[src/rtl/vend_controller.sv]
// Vending-machine controller: collects coin credit, requests a vend at PRICE,
// then pays change back one CHANGE_UNIT per hopper handshake.
module vend_controller #(
    parameter int CREDIT_W     = 8,
    parameter int PRICE        = 35,
    parameter int COIN_V0      = 5,
    parameter int COIN_V1      = 10,
    parameter int COIN_V2      = 25,
    parameter int COIN_V3      = 50,
    parameter int CHANGE_UNIT  = 5,
    parameter int VEND_TIMEOUT = 16
) (
    input  logic                clk,
    input  logic                rst_n,
    input  logic                coin_valid,
    input  logic [1:0]          coin_sel,
    input  logic                cancel,
    input  logic                vend_ready,
    input  logic                change_ready,
    output logic                vend_valid,
    output logic                change_valid,
    output logic [CREDIT_W-1:0] credit,
    output logic                coin_reject,
    output logic                vend_fault,
    output logic                busy
);

    typedef enum logic [1:0] {IDLE, COLLECT, VEND, CHANGE} state_t;

    localparam int                CNT_W        = $clog2(VEND_TIMEOUT + 1);
    localparam logic [CREDIT_W:0]   PRICE_X      = (CREDIT_W + 1)'(PRICE);
    localparam logic [CREDIT_W-1:0] PRICE_C      = CREDIT_W'(PRICE);
    localparam logic [CREDIT_W-1:0] UNIT_C       = CREDIT_W'(CHANGE_UNIT);
    localparam logic [CNT_W-1:0]    TIMEOUT_LAST = CNT_W'(VEND_TIMEOUT - 1);

    if ((COIN_V0 % CHANGE_UNIT) != 0 || (COIN_V1 % CHANGE_UNIT) != 0 ||
        (COIN_V2 % CHANGE_UNIT) != 0 || (COIN_V3 % CHANGE_UNIT) != 0 ||
        (PRICE % CHANGE_UNIT) != 0) begin : g_unit_check
        $error("vend_controller: coin values and PRICE must be multiples of CHANGE_UNIT");
    end
    if (PRICE < 1 || PRICE > (2**CREDIT_W - 1) || VEND_TIMEOUT < 1) begin : g_range_check
        $error("vend_controller: PRICE or VEND_TIMEOUT out of range");
    end

    function automatic logic [CREDIT_W:0] coin_value(input logic [1:0] sel);
        case (sel)
            2'd0:    return (CREDIT_W + 1)'(COIN_V0);
            2'd1:    return (CREDIT_W + 1)'(COIN_V1);
            2'd2:    return (CREDIT_W + 1)'(COIN_V2);
            default: return (CREDIT_W + 1)'(COIN_V3);
        endcase
    endfunction

    state_t              state, state_nx;
    logic [CREDIT_W-1:0] credit_nx;
    logic [CNT_W-1:0]    cnt, cnt_nx;
    logic                reject_nx, fault_nx;
    logic [CREDIT_W:0]   sum;

    always_ff @(posedge clk) begin
        if (!rst_n) begin
            state       <= IDLE;
            credit      <= '0;
            cnt         <= '0;
            coin_reject <= 1'b0;
            vend_fault  <= 1'b0;
        end else begin
            state       <= state_nx;
            credit      <= credit_nx;
            cnt         <= cnt_nx;
            coin_reject <= reject_nx;
            vend_fault  <= fault_nx;
        end
    end

    // Sum is one bit wider than credit so its MSB flags an overflowing coin.
    always_comb begin
        state_nx  = state;
        credit_nx = credit;
        cnt_nx    = cnt;
        reject_nx = 1'b0;
        fault_nx  = 1'b0;
        sum       = {1'b0, credit} + coin_value(coin_sel);
        case (state)
            IDLE, COLLECT: begin
                if (cancel && state == COLLECT) begin
                    state_nx  = CHANGE;
                    reject_nx = coin_valid;
                end else if (coin_valid) begin
                    if (sum[CREDIT_W]) begin
                        reject_nx = 1'b1;
                    end else begin
                        credit_nx = sum[CREDIT_W-1:0];
                        if (sum >= PRICE_X) begin
                            state_nx = VEND;
                            cnt_nx   = '0;
                        end else begin
                            state_nx = COLLECT;
                        end
                    end
                end
            end
            VEND: begin
                reject_nx = coin_valid;
                if (vend_ready) begin
                    credit_nx = credit - PRICE_C;
                    state_nx  = (credit == PRICE_C) ? IDLE : CHANGE;
                end else if (cnt == TIMEOUT_LAST) begin
                    state_nx = CHANGE;
                    fault_nx = 1'b1;
                end else begin
                    cnt_nx = cnt + 1'b1;
                end
            end
            CHANGE: begin
                reject_nx = coin_valid;
                if (change_ready) begin
                    credit_nx = credit - UNIT_C;
                    if (credit == UNIT_C) begin
                        state_nx = IDLE;
                    end
                end
            end
            default: state_nx = IDLE;
        endcase
    end

    always_comb begin
        vend_valid   = (state == VEND);
        change_valid = (state == CHANGE);
        busy         = (state == VEND) || (state == CHANGE);
    end

    // Change is paid in whole units, so credit must always stay a multiple of one.
    a_credit_unit: assert property (@(posedge clk) disable iff (!rst_n)
        (credit % UNIT_C) == {CREDIT_W{1'b0}});

endmodule

[config.mk]
export PLATFORM = sky130hd
export DESIGN_NAME = vend_controller
export DESIGN_NICKNAME = d
export VERILOG_FILES = /design/src/rtl/vend_controller.sv
export SDC_FILE = /design/constraint.sdc
export NUM_CORES = 1
export LEC_CHECK = 0
export ABC_AREA = 1
export CELL_PAD_IN_SITES_DETAIL_PLACEMENT = 1
export CELL_PAD_IN_SITES_GLOBAL_PLACEMENT = 1
export CORE_MARGIN = 2
export CORE_UTILIZATION = 45
export CTS_CLUSTER_DIAMETER = 120
export DETAILED_ROUTE_END_ITERATION = 12
export DONT_BUFFER_PORTS = 1
export MAX_ROUTING_LAYER = met4
export PLACE_DENSITY_LB_ADDON = 0.08
export SLEW_MARGIN = 5
export SYNTH_ARGS = -nofsm -noshare
export SYNTH_HDL_FRONTEND = slang
export SYNTH_SLANG_ARGS = --single-unit
[constraint.sdc]
create_clock -name clk -period 2.7 [get_ports clk]
set_clock_uncertainty 0.15 [all_clocks]
set_input_delay 0.405 -clock clk [delete_from_list [all_inputs] [get_ports clk]]
set_output_delay 0.405 -clock clk [all_outputs]
set_load 0.05 [all_outputs]
* Word level (Yosys, flattened, before mapping)
Index checks and enable logic that the tools add are counted.
Storage, ports and cells: register bits after elaboration 17, bits of input ports 8, output and inout port bits 13, word-level logic and storage cells 72
Cells by class: $add $sub $neg 4, magnitude comparators 1, eq/ne operators 20, mux-type cells 29, bitwise operators 2, reduce and logical (&&, ||, !) cells 11
Operators with widths (count):
- 8-bit two-way mux | 5
- 5-bit two-way mux | 6
- 8-bit case mux with 3 select lines | 1
- 2-bit two-way mux | 9
- 6-bit case mux with 3 select lines | 1
- 2-bit != test, second input constant | 8
- 5-bit case mux with 2 select lines | 1
- 5-bit AND reduction | 2
- 8-bit by 9-bit adder with 9-bit output | 1
- 9-bit by 6-bit >= comparator with 1-bit output, second input constant | 1
- 8-bit by 3-bit == test with 1-bit output, second input constant | 1
- 8-bit by 6-bit == test with 1-bit output, second input constant | 1
- 8-bit by 3-bit subtractor with 8-bit output, second input constant | 1
- 8-bit by 6-bit subtractor with 8-bit output, second input constant | 1
- 7-bit AND reduction | 1
- 2-bit == test, second input constant | 3
- 3-bit != test, second input constant | 2
- 2-bit case mux with 3 select lines | 1
- 5-bit by 1-bit adder with 5-bit output, second input constant | 1
- 5-bit by 4-bit == test with 1-bit output, second input constant | 1
- 2-bit by 1-bit == test with 1-bit output, second input constant | 2
- 2-bit zero test | 2
- 1-bit two-way mux | 4
- 2-bit OR reduction | 2
- other kinds (8) | 9

* Depth between registers and ports, before layout
Gate-level depths: netlist (run 1).
depth in word-level cells 9, gate-level depth with buffers 18, gate-level depth less buffers 18

* Worst setup path after synthesis (run 1)
OpenSTA, ideal clock, no wires.
path type register to register, start register credit[0], end register cnt[4], setup time 0.114 ns, arrival 2.345 ns, required time 2.436 ns, path slack 0.091 ns, cell stages (with the launch flop) 16, buffers on the path 0, clock period less this slack 2.609 ns, cell sequence dfxtp_1 -> ha_1 -> inv_1 -> fa_1 -> inv_1 -> nand2_1 -> nand2_1 -> nand3_2 -> nand3_1 -> nand3_2 -> nor2_4 -> nand3_4 -> nand2_2 -> nand2_1 -> nand2_1 -> nor2_2
On the way: cells in the longest elaborated chain, start to end 4, elaborated cells on any way between the ends 5, those cells by class add/sub (1); order compare (1); eq/ne (2); reduce/logical (1)
Ends and longest elaborated chain:
- start, declared | RTL line 22 | output logic [CREDIT_W-1:0] credit,
- start signal, assigned | RTL line 69 | credit <= credit_nx;
- 8-bit by 9-bit adder with 9-bit output (*) | RTL line 83 | sum = {1'b0, credit} + coin_value(coin_sel);
- 9-bit by 6-bit >= comparator with 1-bit output | RTL line 94 | if (sum >= PRICE_X) begin
- 2-bit != test (no source line)
- 7-bit AND reduction (no source line) (*)
- end signal, assigned | RTL line 70 | cnt <= cnt_nx;
- end, declared | RTL line 56 | logic [CNT_W-1:0] cnt, cnt_nx;
Every way passes the cells marked *; elsewhere a longest branch is shown, timed or not. A chain may end at the register's enable or synchronous reset.

* Worst setup path after layout (run 1)
start input port coin_sel[0], end register cnt[4]
On the way: cells in the longest elaborated chain, start to end 6, elaborated cells on any way between the ends 9, those cells by class add/sub (1); order compare (1); eq/ne (4); mux (1); reduce/logical (2)
Ends and longest elaborated chain:
- start, declared | RTL line 16 | input logic [1:0] coin_sel,
- 2-bit == test (tied with other cells) | RTL line 46 | case (sel)
- 6-bit case mux with 3 select lines (*) | RTL line 46
- 8-bit by 9-bit adder with 9-bit output (*) | RTL line 83
- 9-bit by 6-bit >= comparator with 1-bit output | RTL line 94
- 2-bit != test (no source line)
- 7-bit AND reduction (no source line) (*)
Marked as above.

==> reports/metrics.cfg, run 1 <==
[cts]
clkTransAtPathRegs_ns=0.08
cts_htree_levels=1
cts_buffer_depth=2
cts_setup_buffers=0
hold_buffers=0
cts.sinks=17
clk_latency_ns=0.26
tritoncts=done
cts_buffers=3
cts_root_buf=clkbuf_8
cts_resized=0

[floorplanning]
initial_core_util=0.4735
dieWidth_um=66.30
dieArea_mm2=0.004396
rows=22
placeableCoreArea_mm2=0.003689
io_pins=21
die_h_um=66.30

[power_and_ir_drop]
netSwitchingPower_w=0.001647
power.leakage_nw=0.9354
clock_power_share=0.074
p_seq_frac=0.165
vdd_drop_max_mv=0.6324
p_sw_frac=0.5890
comb_power_share=0.761
internal-power_w=0.001149
powerDensity_mw_per_mm2=1466

[synth]
syn_nets=296
synth_top_area_frac=0.1948
synth_ff_type=dfxtp_1
synth_top_cell_by_area=dfxtp_1
synth_seq_area_share=0.1948
syn-cell-area_mm2=0.001747
syn_inst=273
synthArstFlopShare=0
synth.top_cells.by_area=dfxtp_1, nand2_1, ha_1
ys_ff_latch=17
synth_enable_flop_cells=0
synth_area_per_cell_um2=6.398
synthDistinctLibCells=38
yosys_warnings=0

[place]
hpwl_um=4128
dp.cells=325
placed_cell_area_mm2=0.001862
numPortBuffers=0
gp_congestion=0.8869

[route]
avgViaCountPerCell=5.435
vias=1788
drtAntennaViolNets=0
routedWlPerCell_um=15.54
drt-pass1-iter-count=4
drc_errors=0
drt-initial-drc-count=113
wirelength_um=5112

[worst_setup_path]
slowest_stage=ha_1
critical_path_required_ns=2.71
worstPathCellList=inv_1 -> ha_1 -> or2_2 -> ha_1 -> nand2_1 -> nand2_1 -> a21boi_2 -> nand2_1 -> nand2_1 -> nand2_1 -> nor2_4 -> nand3_4 -> nand2_2 -> nand2_1 -> nand2_1 -> nor2_2
path_max_fanout=10
startpoint=coin_sel[0]
critPathKind=input port to register
r2r_cells=15
end_kind=register
worstPathArrival_ns=2.44
crit_top_cell=nand2_1
timing.rr.start=credit[0]$_SDFFE_PN0P_
slowest_delay_ns=0.34
start_kind=input port

[timing]
setup_tns_ns=0
finalHoldViolations=0
setup_viol=0
min_period_ns=2.429
period_share=0.8998
slew_violations=0
maxSlewHeadroom=0.5900
worst_pin_slew_ns=0.6143
rsz0062_at_grt=no
fmax_mhz=411.6

[min_path]
hold_start=rst_n
hold_path_depth=2
min_path_type=input port to register

[final_layout]
final_net_count=305
design_area_mm2=0.001907
n_antenna_cell=0
fin_util=0.5170
drive_gt1_frac=0.1530
syn2layout_area_growth_pct=9.169
fillers=525
final_cell_mix=nand2_1, inv_1, nand3_1
seq_area_um2=340.3
finalNonFillerCells=329
final_common_cell=nand2_1
multi_input_area_mm2=0.001220

[grt]
grt_util_all_layers=0.2635
grt_pass1_vias=1820
gr-total-overflow=0
grt_max_degree=15
grt_pass1_wl_um=8618
grt_antenna_before_repair=0

[run_status]
outcome=finished, final reports clean

[job]
maxCapViolCount=0

Yosys cell counts, types with 3 or more instances:
cell type,number
ha_1,14
dfxtp_1,17
or2_2,4
o21ai_1,8
nand3_2,4
nand3b_1,3
nor2_1,21
inv_2,4
nand2_2,3
inv_1,31
nand3_1,30
a21oi_1,23
nand2_1,67
buf_2,4
o21ai_0,9
flip-flops by register name, indices dropped and copies added, names as in the netlist:
name and count:
credit 8, coin_reject 1, state 2, cnt 5
vend_fault 1
worst max-delay path: cells and delay by family:
kind | cells | cell delay [ns]
buf+inv | 1 | 0.08
simple gates | 12 | 1.26
compound gates | 1 | 0.16
fa+ha+maj | 2 | 0.54
layout make-up:
type	count	area share
multi-input combinational	211	0.6398
sequential	17	0.1785
inverter	37	0.07283
timing repair buffer	12	0.05381
tap	48	0.03150
clock buffer	4	0.02362
cell families after synthesis:
group | Yosys count | synth area share
flip-flops | 17 | 0.1948
AND/OR/NAND/NOR | 146 | 0.4219
adder cells (fa/ha/maj) | 15 | 0.1117
XOR/XNOR | 2 | 0.01003
buffers and inverters | 45 | 0.1082
AO/OA/AOI/OAI | 48 | 0.1533
per-stage QoR:
step                      hold WS [ns]  power [W]  setup slack (ns)
after floorplan                 0.3016   0.002081           0.09091
after global placement          0.3154   0.002520           0.07597
after detailed placement        0.3305   0.002575           0.01374
after CTS                       0.1048   0.002799            0.2747
after global routing            0.1091   0.003070           0.09009
final                           0.1103   0.002796            0.2705
per-layer routing:
layer	wire, um	track usage
met1	2465	0.3426
met4	10	0.02551
met3	157	0.04429
met5	0	-
met2	2478	0.4450
power by group through the flow:
stage	Sequential (W)	Combinational, W	Clock [W]
after floorplan	0.000660	0.00142	0
after global placement	0.000462	0.00206	0
after detailed placement	0.000464	0.00211	0
after CTS	0.000460	0.00213	0.000212
after global routing	0.000474	0.00238	0.000219
final	0.000461	0.00213	0.000208
path summary, 6_finish.rpt:
path	slack [ns]	endpoint
min	0.11	state[0]$_SDFFE_PN0P_
max	0.27	cnt[4]$_SDFFE_PN0P_
max reg2reg	0.29	cnt[4]$_SDFFE_PN0P_
min reg2reg	0.34	cnt[3]$_SDFFE_PN0P_
Power figures use the tool's default switching activity.
==> inputs of run 2 (changes only) <==
CORE_UTILIZATION = 40   (was 45)
==> run 2 against run 1 <==
Design area up 0.85%. First-iteration DRC count decreased by 63%. Global-route usage fell by 2.8 points. Worst hold slack got worse by 0.0012 ns. Register-to-register slack about the same. Clock power barely moved. Count of clock-buffer cells in the layout shrank 1. Critical path depth decreased by 1. Total power down 0.41%. Fmax rose by 0.90%. Sequential share of layout area shrank 0.15 points. Critical path type is now register to register. Largest power group unchanged. Highest routed layer unchanged.
==> reports/metrics.cfg, run 2 (synthesis results as in run 1) <==
[run_status]
outcome=finished, final reports clean  ; unchanged

[timing]
maxSlewHeadroom=0.6784  ; was 0.5900
setup_viol=0  ; unchanged
setup_tns_ns=0  ; unchanged
min_period_ns=2.408  ; was 2.429 ns
fmax_mhz=415.3  ; was 411.6 MHz
rsz0062_at_grt=no  ; unchanged
period_share=0.8917  ; was 0.8998
worst_pin_slew_ns=0.4817  ; was 0.6143 ns
slew_violations=0  ; unchanged
finalHoldViolations=0  ; unchanged

[route]
drtAntennaViolNets=0  ; unchanged
avgViaCountPerCell=5.345  ; was 5.435
drt-initial-drc-count=42  ; was 113
drc_errors=0  ; unchanged
wirelength_um=5216  ; was 5112 um
vias=1796  ; was 1788
routedWlPerCell_um=15.52  ; was 15.54 um
drt-pass1-iter-count=4  ; unchanged
wl_met3_um=198  ; was 157 um
highest_layer=met4  ; unchanged
met2_length_um=2458  ; was 2478 um
wl_met1_um=2512  ; was 2465 um

[min_path]
min_path_type=input port to register  ; unchanged
hold_path_depth=2  ; unchanged
hold_start=rst_n  ; unchanged
whs_endpoint=cnt[2]$_SDFFE_PN0P_  ; was state[0]$_SDFFE_PN0P_

[cts]
cts_buffers=3  ; unchanged
cts.sinks=17  ; unchanged
cts_htree_levels=1  ; unchanged
clkTransAtPathRegs_ns=0.08  ; about the same
hold_buffers=0  ; unchanged
clk_latency_ns=0.26  ; about the same
tritoncts=done  ; unchanged
cts_root_buf=clkbuf_8  ; unchanged
cts_buffer_depth=2  ; unchanged
cts_setup_buffers=0  ; unchanged
cts_resized=0  ; unchanged

[final_layout]
largest_reg_flops=8  ; unchanged
fillers=597  ; was 525
syn2layout_area_growth_pct=10.10  ; was 9.169%
final_cell_mix=nand2_1, inv_1, nand3_1  ; unchanged
multi_input_area_mm2=0.001220  ; unchanged
seq_area_um2=340.3  ; unchanged
finalNonFillerCells=336  ; was 329
drive_gt1_frac=0.1655  ; was 0.1530
n_antenna_cell=0  ; unchanged
final_net_count=308  ; was 305
reg_top3=credit x8, cnt x5, state x2  ; unchanged
final_common_cell=nand2_1  ; unchanged
regMostFlops=credit  ; unchanged

[floorplanning]
io_pins=21  ; unchanged
rows=24  ; was 22
dieArea_mm2=0.004911  ; was 0.004396 mm2
die_h_um=70.08  ; was 66.30 um
dieWidth_um=70.08  ; was 66.30 um
initial_core_util=0.4068  ; was 0.4735
placeableCoreArea_mm2=0.004294  ; was 0.003689 mm2

[worst_setup_path]
slowest_delay_ns=0.40  ; was 0.34 ns
path_max_fanout=10  ; unchanged
crit_top_cell=nand2_1  ; unchanged
r2r_slack_ns=0.29  ; about the same
cp_num_buf_inv=2  ; was 1
slowest_stage=fa_1  ; was ha_1
start_kind=register  ; was input port
critPathKind=register to register  ; was input port to register
worstPathCellList=ha_1 -> inv_1 -> fa_1 -> inv_1 -> nand2_1 -> nand2_1 -> nand3_1 -> nand2_1 -> nand3_1 -> nand2_1 -> nand3_4 -> nand2_2 -> nand2_1 -> nand2_1 -> nor2_2  ; was inv_1 -> ha_1 -> or2_2 -> ha_1 -> nand2_1 -> nand2_1 -> a21boi_2 -> nand2_1 -> nand2_1 -> nand2_1 -> nor2_4 -> nand3_4 -> nand2_2 -> nand2_1 -> nand2_1 -> nor2_2
crit_family=simple AND/OR/NAND/NOR gates  ; unchanged
timing.rr.start=credit[0]$_SDFFE_PN0P_  ; unchanged
end_kind=register  ; unchanged
worstPathArrival_ns=2.42  ; was 2.44 ns
reg2reg_to=cnt[4]$_SDFFE_PN0P_  ; unchanged
r2r_cells=15  ; unchanged
critical_path_required_ns=2.71  ; about the same

[grt]
grt_max_degree=15  ; unchanged
gr-total-overflow=0  ; unchanged
grt_pass1_vias=1817  ; was 1820
grt_antenna_before_repair=0  ; unchanged
grt_util_all_layers=0.2353  ; was 0.2635
grt_pass1_wl_um=8990  ; was 8618 um

[place]
numPortBuffers=0  ; unchanged
dp.cells=332  ; was 325
gp_congestion=0.8004  ; was 0.8869
hpwl_um=4324  ; was 4128 um

[power_and_ir_drop]
powerDensity_mw_per_mm2=1448  ; was 1466 mW/mm2
power.leakage_nw=0.9489  ; was 0.9354 nW
vdd_drop_max_mv=0.5607  ; was 0.6324 mV

[job]
maxCapViolCount=0  ; unchanged

run 2: area by class of cell:
| class | count | area share |
|---|---|---|
| inverter | 37 | 0.07222 |
| clock buffer | 3 | 0.02147 |
| multi-input combinational | 211 | 0.6344 |
| clock inverter | 1 | 0.002602 |
| tap | 52 | 0.03383 |
| timing repair buffer | 15 | 0.05856 |
| sequential | 17 | 0.1770 |
run 2: worst max path at each step:
stage,from,end,slack (ns),cells after the start
global route,coin_sel[0],cnt[4]$_SDFFE_PN0P_,0.1,16
CTS,coin_sel[0],cnt[4]$_SDFFE_PN0P_,0.28,16
finish,credit[0]$_SDFFE_PN0P_,cnt[4]$_SDFFE_PN0P_,0.29,15
global placement,coin_sel[0],cnt[4]$_SDFFE_PN0P_,0.04,16
floorplan,credit[0]$_SDFFE_PN0P_,cnt[4]$_SDFFE_PN0P_,0.09,15
detailed placement,coin_sel[0],cnt[4]$_SDFFE_PN0P_,0.01,16
run 2: through the flow:
step	area, um2	hold WS [ns]	worst slack (ns)	total power (W)	util
after global placement	1877	0.3182	0.03700	0.002579	0.4371
final	1923	0.1092	0.2923	0.002785	0.4478
after floorplan	1747	0.3016	0.09091	0.002081	-
after detailed placement	1877	0.3247	0.01215	0.002597	0.4371
after global routing	1923	0.1005	0.09868	0.003092	0.4478
after CTS	1923	0.1032	0.2843	0.002813	0.4478
run 2: where the power goes:
part / leakage (nW) / internal [W] / total, W / switching (W)
Sequential: 0.140 / 0.000351 / 0.000433 / 0.0000820
Combinational: 0.783 / 0.000699 / 0.00215 / 0.00145
Clock: 0.0255 / 0.000103 / 0.000205 / 0.000102
run 2: routing by layer:
| layer | global-route usage | vias to the layer above |
|---|---|---|
| met4 | 0.04701 | 0 |
| met2 | 0.3693 | 33 |
| li1 | - | 916 |
| met3 | 0.04473 | 6 |
| met5 | - | - |
| met1 | 0.3183 | 841 |
==> inputs of run 3 (changes only) <==
CAP_MARGIN = 20   (was unset)
==> results of run 3 <==
Final layout, timing and power as in run 2 (identical DEF).
